$ cat config.mk
export PLATFORM = sky130hd
export DESIGN_NAME = mac_result_drain
export DESIGN_NICKNAME = d
export VERILOG_FILES = /design/src/rtl/mac_result_drain_pkg.sv /design/src/rtl/mac_result_drain_requant_lane.sv /design/src/rtl/mac_result_drain.sv
export SDC_FILE = /design/constraint.sdc
export NUM_CORES = 1
export LEC_CHECK = 0
export ABC_AREA = 1
export ABC_CLOCK_PERIOD_IN_PS = 31000
export CAP_MARGIN = 20
export CELL_PAD_IN_SITES_DETAIL_PLACEMENT = 1
export CELL_PAD_IN_SITES_GLOBAL_PLACEMENT = 2
export CORE_ASPECT_RATIO = 1.1
export CORE_MARGIN = 1.5
export CORE_UTILIZATION = 32
export CTS_CLUSTER_DIAMETER = 50
export DETAILED_ROUTE_END_ITERATION = 8
export PLACE_DENSITY = 0.89
export SETUP_SLACK_MARGIN = 0.2
export SLEW_MARGIN = 30
export SYNTH_ARGS = -nofsm -noshare
export SYNTH_HDL_FRONTEND = slang
export SYNTH_HIERARCHICAL = 1
export SYNTH_SLANG_ARGS = --single-unit
$ cat constraint.sdc
create_clock -name clk -period 31 [get_ports clk]
set_input_delay 3.1 -clock clk [delete_from_list [all_inputs] [get_ports clk]]
set_output_delay 3.1 -clock clk [all_outputs]
set_load 0.005 [all_outputs]
$ cat src/rtl/mac_result_drain_pkg.sv
// rtl/mac_result_drain_pkg.sv - shared widths, drain state enum and saturation limits
package mac_result_drain_pkg;

    localparam int ACCUMULATOR_WIDTH = 32;
    localparam int OUTPUT_WIDTH      = 8;

    localparam int OUT_MAX = (2 ** (OUTPUT_WIDTH - 1)) - 1;
    localparam int OUT_MIN = -(2 ** (OUTPUT_WIDTH - 1));

    typedef enum logic {
        IDLE = 1'b0,
        SEND = 1'b1
    } drain_state_t;

endpackage

$ cat src/rtl/mac_result_drain_requant_lane.sv
// rtl/mac_result_drain_requant_lane.sv - one lane of requantisation: shift, optional ReLU, saturate
module requant_lane
    import mac_result_drain_pkg::*;
#(
    parameter int OUTPUT_SCALE = 0
) (
    input  logic [ACCUMULATOR_WIDTH-1:0] acc,
    input  logic                         relu_en,
    output logic [OUTPUT_WIDTH-1:0]      result
);

    localparam logic signed [ACCUMULATOR_WIDTH-1:0] SAT_MAX = ACCUMULATOR_WIDTH'(OUT_MAX);
    localparam logic signed [ACCUMULATOR_WIDTH-1:0] SAT_MIN = ACCUMULATOR_WIDTH'(OUT_MIN);

    logic signed [ACCUMULATOR_WIDTH-1:0] shifted;

    // Arithmetic shift floors toward negative infinity; no rounding is wanted.
    assign shifted = $signed(acc) >>> OUTPUT_SCALE;

    always_comb begin
        result = shifted[OUTPUT_WIDTH-1:0];
        if (relu_en && (shifted < 0)) begin
            result = '0;
        end else if (shifted > SAT_MAX) begin
            result = OUTPUT_WIDTH'(OUT_MAX);
        end else if (shifted < SAT_MIN) begin
            result = OUTPUT_WIDTH'(OUT_MIN);
        end
    end

endmodule

$ cat src/rtl/mac_result_drain.sv
// rtl/mac_result_drain.sv - snapshots MAC accumulators and streams requantised results as LANES-wide beats
module mac_result_drain
    import mac_result_drain_pkg::*;
#(
    parameter int NUM_MACS     = 16,
    parameter int LANES        = 4,
    parameter int OUTPUT_SCALE = 0
) (
    input  logic                                  clk,
    input  logic                                  rst_in,
    input  logic                                  acc_done,
    input  logic [NUM_MACS*ACCUMULATOR_WIDTH-1:0] acc_bus,
    input  logic                                  relu_en,
    output logic                                  capture_rdy,
    output logic                                  out_valid,
    input  logic                                  out_ready,
    output logic [LANES*OUTPUT_WIDTH-1:0]         out_data,
    output logic                                  out_last
);

    localparam int BEATS = NUM_MACS / LANES;
    localparam int CNT_W = (BEATS > 1) ? $clog2(BEATS) : 1;

    drain_state_t                          state, state_n;
    logic [CNT_W-1:0]                      beat_cnt, beat_cnt_n;
    logic [NUM_MACS*ACCUMULATOR_WIDTH-1:0] snap;
    logic                                  snap_relu;

    logic                                  last_beat;
    logic                                  handshake;
    logic                                  capture;
    logic [ACCUMULATOR_WIDTH-1:0]          lane_acc [LANES];
    logic [LANES*OUTPUT_WIDTH-1:0]         lane_res;

    assign last_beat   = (beat_cnt == CNT_W'(BEATS - 1));
    assign out_valid   = (state == SEND);
    assign handshake   = out_valid && out_ready;
    // Accepting a new set on the last handshake keeps back-to-back sets bubble-free.
    assign capture_rdy = (state == IDLE) || (handshake && last_beat);
    assign capture     = acc_done && capture_rdy;
    assign out_last    = out_valid && last_beat;

    always_ff @(posedge clk) begin
        if (rst_in) begin
            state    <= IDLE;
            beat_cnt <= '0;
        end else begin
            state    <= state_n;
            beat_cnt <= beat_cnt_n;
        end
    end

    always_comb begin
        state_n    = state;
        beat_cnt_n = beat_cnt;
        if (handshake) begin
            if (last_beat) begin
                state_n    = IDLE;
                beat_cnt_n = '0;
            end else begin
                beat_cnt_n = beat_cnt + CNT_W'(1);
            end
        end
        if (capture) begin
            state_n    = SEND;
            beat_cnt_n = '0;
        end
    end

    always_ff @(posedge clk) begin
        if (rst_in) begin
            snap_relu <= 1'b0;
        end else if (capture) begin
            snap      <= acc_bus;
            snap_relu <= relu_en;
        end
    end

    always_comb begin
        for (int j = 0; j < LANES; j++) begin
            lane_acc[j] = snap[(int'(beat_cnt) * LANES + j) * ACCUMULATOR_WIDTH +: ACCUMULATOR_WIDTH];
        end
    end

    for (genvar j = 0; j < LANES; j++) begin : g_lane
        requant_lane #(
            .OUTPUT_SCALE (OUTPUT_SCALE)
        ) u_requant_lane (
            .acc     (lane_acc[j]),
            .relu_en (snap_relu),
            .result  (lane_res[j*OUTPUT_WIDTH +: OUTPUT_WIDTH])
        );
    end

    // Idle output is forced to zero so stale snapshot data never leaks downstream.
    assign out_data = out_valid ? lane_res : '0;

endmodule

==> results.toml, run 1 <==
[outcome]
outcome = "complete, no violations"

[critical_path]
reg2reg_slack_ns = 25.40
crit_arrival_ns = 4.95
cp_num_buf_inv = 6
crit_type = "flip-flop to output port"
cp_max_fo = 225
critical_path.endpoint_type = "output port"
path_common_cell = "nand2_1"
rr_worst_depth = 9
path_delay_family = "buffers and inverters"
r2r_end = "snap[146]"
startpoint_type = "flip-flop"
r2r-start = "beat_cnt[1]"
startpoint = "beat_cnt[0]"
crit_chain = "inv_16, buf_6, buf_4, nand2_1, o211ai_1, nand2_1, inv_1, nand2_1, nor2_1, nand2_1, nand2_1, nor2_1, nand2_1, nand3_2, a21oi_1, nand2_1, inv_1, clkdlybuf4s50_1"
max_stage_delay_ns = 0.81
required_ns = 27.90
crit_end = "out_data[26]"
crit_slowest_cell = "buf_4"
worst-path-stages = 18

[yosys]
netlist_instances = 1931
avgSynthCellArea_sq_um = 11.5
yosysUniqueCellTypes = 21
ys_seq_area_share_pct = 69.7
synth_edf_count = 512
synthFlopType = "edfxtp_1"
synth_seq_cells = 516
syn_nets = 2449
syn_area_sq_um = 22200
synth_warnings = 6
synthArstFlopShare_pct = 0

[layout]
instances_no_fill = 3461
layout.nets = 2991
layout_common_cells = "nand2_1 (570), clkdlybuf4s50_1 (551), edfxtp_1 (512), inv_1 (344), o211ai_1 (256)"
final_common_cell = "nand2_1"
drive_above_1_share_pct = 5.23
post-route-util_pct = 44.6
area_growth_pct = 38.3
fillerInstances = 7399

[sta]
setup_tns_ns = 0
maxClockFrequency_mhz = 124
grt_setup_unrepaired = "false"
fin_crit_ns = 8.05
finalHoldViolCount = 0
slew_headroom_pct = 26.5
finalSetupViolCount = 0
slew_violations = 0
finClkSkew_ns = 0.0292
tightest_slew_ns = 1.10
period_share_pct = 26.0

[global_routing]
grt_usage_pct = 18.6
use_met1_pct = 20.7
grt_util_met2_pct = 33.9
gr-total-overflow = 0
top_usage_layer = "met2"
antenna_found_initial = 13
grt_pass1_vias = 17300
gr-usage-met3_pct = 5.17
grt_pass1_wl_mm = 99.4
grt_start_max_net_pins = 226

[place]
hpwl_mm = 47.8
gp_congestion = 0.835
place_inst = 3332
io_buffers = 551

[clock_network]
htree_levels = 3
cts_sinks = 516
clk-insertion-delay-late_ns = 0.59
cts_tree = "yes"
post-cts-setup-buffer-count = 0
ctsResizeCount = 0
ctsRootBufferMaster = "clkbuf_16"
path_clk_slew_ns = 0.06
cts_buffers = 66
ctsLongestPathBuffers = 3
ctsHoldBuffers = 0

[detailed_routing]
routed_wl_mm = 67.3
drtIter0Drc = 711
route.antenna.remaining_nets = 0
vias_per_cell = 4.59
wl_per_cell_um = 19.4
dr.pass1.iters = 4
via_count = 15900
drc = 0

[floorplan]
die_h_um = 279
rows = 101
io_pins = 552
die-area_sq_um = 70900
die_x_um = 254
initial_core_util_pct = 32.3
core_area_sq_um = 68700

[power_and_ir_drop]
ir_worst_vdd_uv = 47.3
total_power_mw = 1.77
p_leak_nw = 12.4
powerDensity_nw_per_um2 = 57.5

[run]
cap_violations = 0

[worst_hold_path]
hp-class = "flip-flop to flip-flop"
[final cells by class]
cell class | instances | area, sq um | area share (%)
antenna | 11 | 27.5 | 0.0897
multi-input combinational | 977 | 4780 | 15.6
timing repair buffer | 562 | 5630 | 18.4
tap | 927 | 1160 | 3.78
inverter | 350 | 1330 | 4.34
clock buffer | 79 | 1760 | 5.75
sequential | 516 | 15500 | 50.4
clock inverter | 39 | 526 | 1.71
[sequential cells by signal, indices dropped and copies added, names as in the netlist]
register and flops:
out_valid 1, snap_relu 1, beat_cnt 2, snap 512
[worst min-delay path, delay by kind of cell, from the launching register on]
kind	cells	cell delay, ns
simple gates	2	0.25
flops	1	0.58
[cells in the mapped netlist (5+ instances only)]
master    count  area [sq um]
a21oi_1      30           150
buf_2        54           270
inv_2         5          18.8
o211ai_1    256          1920
edfxtp_1    512         15400
buf_6        31           349
and2_1        8          50.1
nand2_1     570          2140
inv_1       344          1290
nor2_1       85           319
nand4_1       9          56.3
[per-layer routing]
layer	up-vias	wire (um)
met3	88	4420
met2	413	35700
met1	7738	25800
met4	8	1320
met5	-	55
li1	7649	-
[logic make-up (layout without fill, tap and decap cells)]
| kind of cell | Yosys count | in the layout | synth area share (%) |
|---|---|---|---|
| AND/OR/NAND/NOR | 690 | 690 | 12.1 |
| adder cells (fa/ha/maj) | 1 | 1 | 0.0564 |
| flip-flops | 516 | 516 | 69.7 |
| other | 0 | 11 | 0 |
| AO/OA/AOI/OAI | 286 | 286 | 9.34 |
| buffers and inverters | 438 | 1030 | 8.79 |
[per-stage QoR]
stage	setup WS, ns	cell area [sq um]	hold WS (ns)
after floorplan	5.05	22200	0.531
after global placement	22.10	28300	0.914
after detailed placement	21.82	28300	0.916
after CTS	22.45	30600	0.927
after global routing	22.32	30700	0.936
final	22.95	30700	0.875
[power by group]
group	switching (mW)	internal, mW
sequential	0.0107	0.803
clock	0.306	0.494
combinational	0.0701	0.0814
total	0.387	1.38
[how the worst min path moves through the flow]
| stage | from | to | depth (start not counted) |
|---|---|---|---|
| floorplan | snap_relu | snap_relu | 2 |
| global placement | snap_relu | snap_relu | 2 |
| detailed placement | snap_relu | snap_relu | 2 |
| CTS | snap_relu | snap_relu | 2 |
| global route | out_valid | out_valid | 2 |
| finish | snap_relu | snap_relu | 2 |
Note: power is estimated with default switching activity, not from simulation.
==> inputs of run 2 (changes only) <==
ABC_CLOCK_PERIOD_IN_PS = 8200   (was 31000)
clock period = 8.2 ns   (was 31 ns; I/O delays follow)
==> run 2 against run 1 <==
Net effect:
- final cell count about the same
- clock power rose to 3.6 times the previous value
- hold slack worse by 0.18 ns
- total power rose to 3.7 times the previous value
- critical endpoint is now out_data[0]
- largest cell class unchanged
==> results.toml, run 2 (synthesized netlist as in run 1, its figures left out) <==
[detailed_routing]
vias_per_cell = 4.63
drc = 0
drtIter0Drc = 969
route.antenna.remaining_nets = 0
routed_wl_mm = 69.1
dr.pass1.iters = 5
wl_per_cell_um = 19.9
via_count = 16000

[sta]
slew_violations = 0
fin_crit_ns = 5.39
finalSetupViolCount = 0
slew_headroom_pct = 38.3
worst_slack_ns = 2.81
finalHoldViolCount = 0
period_share_pct = 65.8
maxClockFrequency_mhz = 185
tightest_slew_ns = 0.926
finClkSkew_ns = 0.0218
grt_setup_unrepaired = "false"

[layout]
fillerInstances = 7452
final_common_cell = "nand2_1"
post-route-util_pct = 44.6
reg_top3 = "snap x512, beat_cnt x2"
area_growth_pct = 38.3
drive_above_1_share_pct = 5.54
largest_reg_flops = 512
design_area_sq_um = 30700
layout.nets = 2995
largest_register = "snap"
layout_common_cells = "nand2_1 (567), clkdlybuf4s50_1 (551), edfxtp_1 (512), inv_1 (344), o211ai_1 (256)"

[clock_network]
post-cts-setup-buffer-count = 0
ctsRootBufferMaster = "clkbuf_16"
cts_tree = "yes"
clk-insertion-delay-late_ns = 0.60
path_clk_slew_ns = 0.06
cts_buffers = 68
ctsLongestPathBuffers = 3
ctsResizeCount = 0
cts_sinks = 516
htree_levels = 3
ctsHoldBuffers = 0

[power_and_ir_drop]
powerDensity_nw_per_um2 = 214
ir_worst_vdd_uv = 152
p_leak_nw = 12.4

[global_routing]
gr-total-overflow = 0
grt_start_max_net_pins = 217
gr-usage-met3_pct = 4.42
top_usage_layer = "met2"
grt_pass1_wl_mm = 102
grt_usage_pct = 19.1
grt_pass1_vias = 17400
grt_util_met2_pct = 34.9
use_met1_pct = 21.6
antenna_found_initial = 14

[place]
preCtsSetupSlack_ns = 3.49
io_buffers = 551
hpwl_mm = 48.2
postPlaceCellArea_sq_um = 28400
gp_congestion = 0.839

[floorplan]
die_x_um = 254
rows = 101
die-area_sq_um = 70900
initial_core_util_pct = 32.3
core_area_sq_um = 68700
die_h_um = 279
io_pins = 552

[worst_hold_path]
hp-class = "flip-flop to flip-flop"

[critical_path]
required_ns = 7.38
cp_max_fo = 216
crit_slowest_cell = "buf_4"
startpoint_type = "flip-flop"
path_common_cell = "nand2_1"
critical_path.endpoint_type = "output port"
crit_arrival_ns = 4.57
max_stage_delay_ns = 0.85
crit_type = "flip-flop to output port"
crit_chain = "inv_16, buf_4, o211ai_1, nand2_1, nand2_1, nor2_1, nand2_1, nand2_1, nor2_1, nand2_1, nand3_2, a21oi_1, nand2_1, inv_1, clkdlybuf4s50_1"

[outcome]
outcome = "complete, no violations"

[run]
cap_violations = 0
-- run 2: cell count changes in the layout (fill, tap and decap cells not counted), moves of 3 or more --
cell / delta
nand2_4: +3
buf_12: +4
buf_6: -8
inv_6: +3
clkinv_4: +6
bufinv_16: -6
nand2_1: -3
buf_4: +4
-- run 2: path summary, 6_finish.rpt --
path                            slack, ns           to        start  depth (start not counted)
worst max-delay path                 2.81  out_data[0]  beat_cnt[0]                         15
worst min-delay path                 0.69    snap_relu    snap_relu                          3
worst max register to register       4.28    snap[137]  beat_cnt[1]                          8
worst min register to register       0.69    snap_relu    snap_relu                          3
-- run 2: critical path: cells and delay by family (launching register included) --
family / cells / cell delay, ns
buffers and inverters: 4 / 1.84
AND/OR/NAND/NOR: 9 / 0.99
flip-flops: 1 / 0.42
AO/OA/AOI/OAI: 2 / 0.36
-- run 2: cell type report --
cell class	count	area, sq um	share of cell area (%)
Clock buffer	82	1800	5.86
Multi-Input combinational cell	977	4800	15.7
Timing Repair Buffer	564	5710	18.6
Sequential cell	516	15500	50.4
Inverter	350	1340	4.35
Tap cell	927	1160	3.78
Antenna cell	9	22.5	0.0734
Clock inverter	39	394	1.28
-- run 2: through the flow --
stage / total power [mW] / TNS [ns] / hold WS (ns) / std cells
5_1_grt: 6.79 / 0 / 0.745 / 3464
4_1_cts: 6.64 / 0 / 0.723 / 3453
2_1_floorplan: 3.37 / -399.83 / 0.530 / 1931
3_3_place_gp: 3.69 / 0 / 0.685 / 3332
6_report: 6.56 / 0 / 0.692 / 3464
3_5_place_dp: 3.72 / 0 / 0.718 / 3332
-- run 2: per-layer routing --
| metal | vias to the layer above | wire length (um) |
|---|---|---|
| met1 | 7820 | 27000 |
| met2 | 453 | 36500 |
| li1 | 7653 | - |
| met4 | 8 | 1540 |
| met3 | 97 | 4010 |
| met5 | - | 55 |
-- run 2: power by group --
group | total (mW) | switching [mW] | internal [mW]
clock network | 2.90 | 1.19 | 1.71
logic | 0.588 | 0.275 | 0.313
registers | 3.08 | 0.0393 | 3.04
total | 6.56 | 1.50 | 5.06
==> inputs of run 3 (changes only) <==
ABC_CLOCK_PERIOD_IN_PS = 4800   (was 8200)
CORE_UTILIZATION = 29   (was 32)
PLACE_DENSITY = 0.85   (was 0.89)
clock period = 4.8 ns   (was 8.2 ns; I/O delays follow)
==> run 3 against run 2 <==
Net effect:
- sequential cell count stayed put
- critical path depth stayed put
- design area is 1.3% higher
- critical path type unchanged
==> results.toml, run 3 (synthesized netlist as in run 1, its figures left out) <==
[worst_hold_path]
min_from = "acc_bus[436]"
min_to = "snap[436]"
hp-class = "primary input to flip-flop"
worst_hold_path.num_cells = 1

[global_routing]
grt_pass1_vias = 17500
grt_pass1_wl_mm = 102
grt_start_max_net_pins = 186
grt_usage_pct = 17.2
gr-total-overflow = 0
antenna_found_initial = 14

[layout]
layout.nets = 3012
layout_common_cells = "nand2_1 (567), clkdlybuf4s50_1 (551), edfxtp_1 (512), inv_1 (344), o211ai_1 (256)"
multi_input_area_sq_um = 4810
final_common_cell = "nand2_1"
regArea_sq_um = 15500
area_growth_pct = 40.2
largest_register = "snap"
fillerInstances = 8253
post-route-util_pct = 41.0
largest_reg_flops = 512
reg_top3 = "snap x512, beat_cnt x2"
drive_above_1_share_pct = 6.21

[clock_network]
cts_tree = "yes"
ctsRootBufferMaster = "clkbuf_16"
ctsResizeCount = 0
ctsHoldBuffers = 0
cts_sinks = 516
ctsLongestPathBuffers = 3
path_clk_slew_ns = 0.06
post-cts-setup-buffer-count = 0
htree_levels = 3
clk-insertion-delay-late_ns = 0.60
cts_buffers = 68

[sta]
finalSetupViolCount = 0
period_share_pct = 85.9
finClkSkew_ns = 0.0150
fin_crit_ns = 4.12
maxClockFrequency_mhz = 242
grt_setup_unrepaired = "false"
tightest_slew_ns = 0.956
finalHoldViolCount = 0
slew_headroom_pct = 36.2
slew_violations = 0

[critical_path]
cp_num_buf_inv = 4
required_ns = 4.32
startpoint_type = "flip-flop"
r2r_end = "snap[168]"
crit_slowest_cell = "clkdlybuf4s50_1"
max_stage_delay_ns = 0.55
critical_path.endpoint_type = "output port"
reg2reg_slack_ns = 2.11
cp_max_fo = 128
crit_chain = "inv_4, buf_12, o211ai_1, nand2_1, nand2_1, nor2_1, nand2_1, nor2_1, nand2_1, nand2_2, nand2_1, a21oi_1, nand2_1, inv_1, clkdlybuf4s50_1"
rr_worst_depth = 8
crit_arrival_ns = 3.64
crit_type = "flip-flop to output port"
path_delay_family = "buffers and inverters"
r2r-start = "beat_cnt[1]"
path_common_cell = "nand2_1"

[power_and_ir_drop]
ir_worst_vdd_uv = 328
total_power_mw = 11.4
powerDensity_nw_per_um2 = 366
p_leak_nw = 12.5

[outcome]
outcome = "complete, no violations"

[place]
hpwl_mm = 49.2
gp_congestion = 0.855
io_buffers = 551

[detailed_routing]
via_count = 16100
wl_per_cell_um = 19.1
routed_wl_mm = 68.4
drc = 0
vias_per_cell = 4.48
drtIter0Drc = 815
route.antenna.remaining_nets = 0
dr.pass1.iters = 4

[floorplan]
initial_core_util_pct = 29.2
die_h_um = 293
rows = 106
io_pins = 552
core_area_sq_um = 75900
die-area_sq_um = 78200
die_x_um = 267

[run]
cap_violations = 0
==> run 3: worst max path at each step <==
stage / slack [ns] / cells past startpoint / end / from
2_1_floorplan: -3.87 / 5 / snap[0] / beat_cnt[1]
3_3_place_gp: 1.22 / 16 / out_data[9] / beat_cnt[0]
3_5_place_dp: 1.22 / 16 / out_data[11] / beat_cnt[0]
4_1_cts: 0.50 / 16 / out_data[13] / beat_cnt[0]
5_1_grt: 0.27 / 16 / out_data[8] / beat_cnt[0]
6_report: 0.68 / 15 / out_data[30] / beat_cnt[1]
==> run 3: through the flow <==
stage	TNS, ns	std cells	hold slack, ns	instance area [sq um]	worst slack [ns]
after floorplan	-1979.18	1931	0.530	22200	-3.87
after global placement	0	3450	0.777	28800	1.22
after detailed placement	0	3450	0.788	28800	1.22
after CTS	0	3571	0.372	31100	0.500
after global routing	0	3579	0.390	31100	0.269
final	0	3583	0.437	31100	0.676
==> run 3: routing by layer <==
layer / vias to the layer above / GRT usage (%) / share of wire [%]
met2: 452 / 31.8 / 53
met5: - / 0 / 0.083
met3: 97 / 4.19 / 6.2
met4: 8 / 6.43 / 2.6
met1: 7819 / 19.0 / 38
li1: 7686 / - / -
==> run 3: where the power goes <==
group | internal (mW) | switching [mW]
Clock | 3.06 | 2.06
Sequential | 5.19 | 0.0645
Combinational | 0.546 | 0.479
==> run 3: final cells by class <==
type	instances	area share (%)
diodes	12	0.0966
clock buffers	82	5.78
clock inverters	39	1.54
inverters	350	4.29
multi-input cells	977	15.5
flip-flops and latches	516	49.7
well taps	1026	4.13
repair buffers	581	18.9
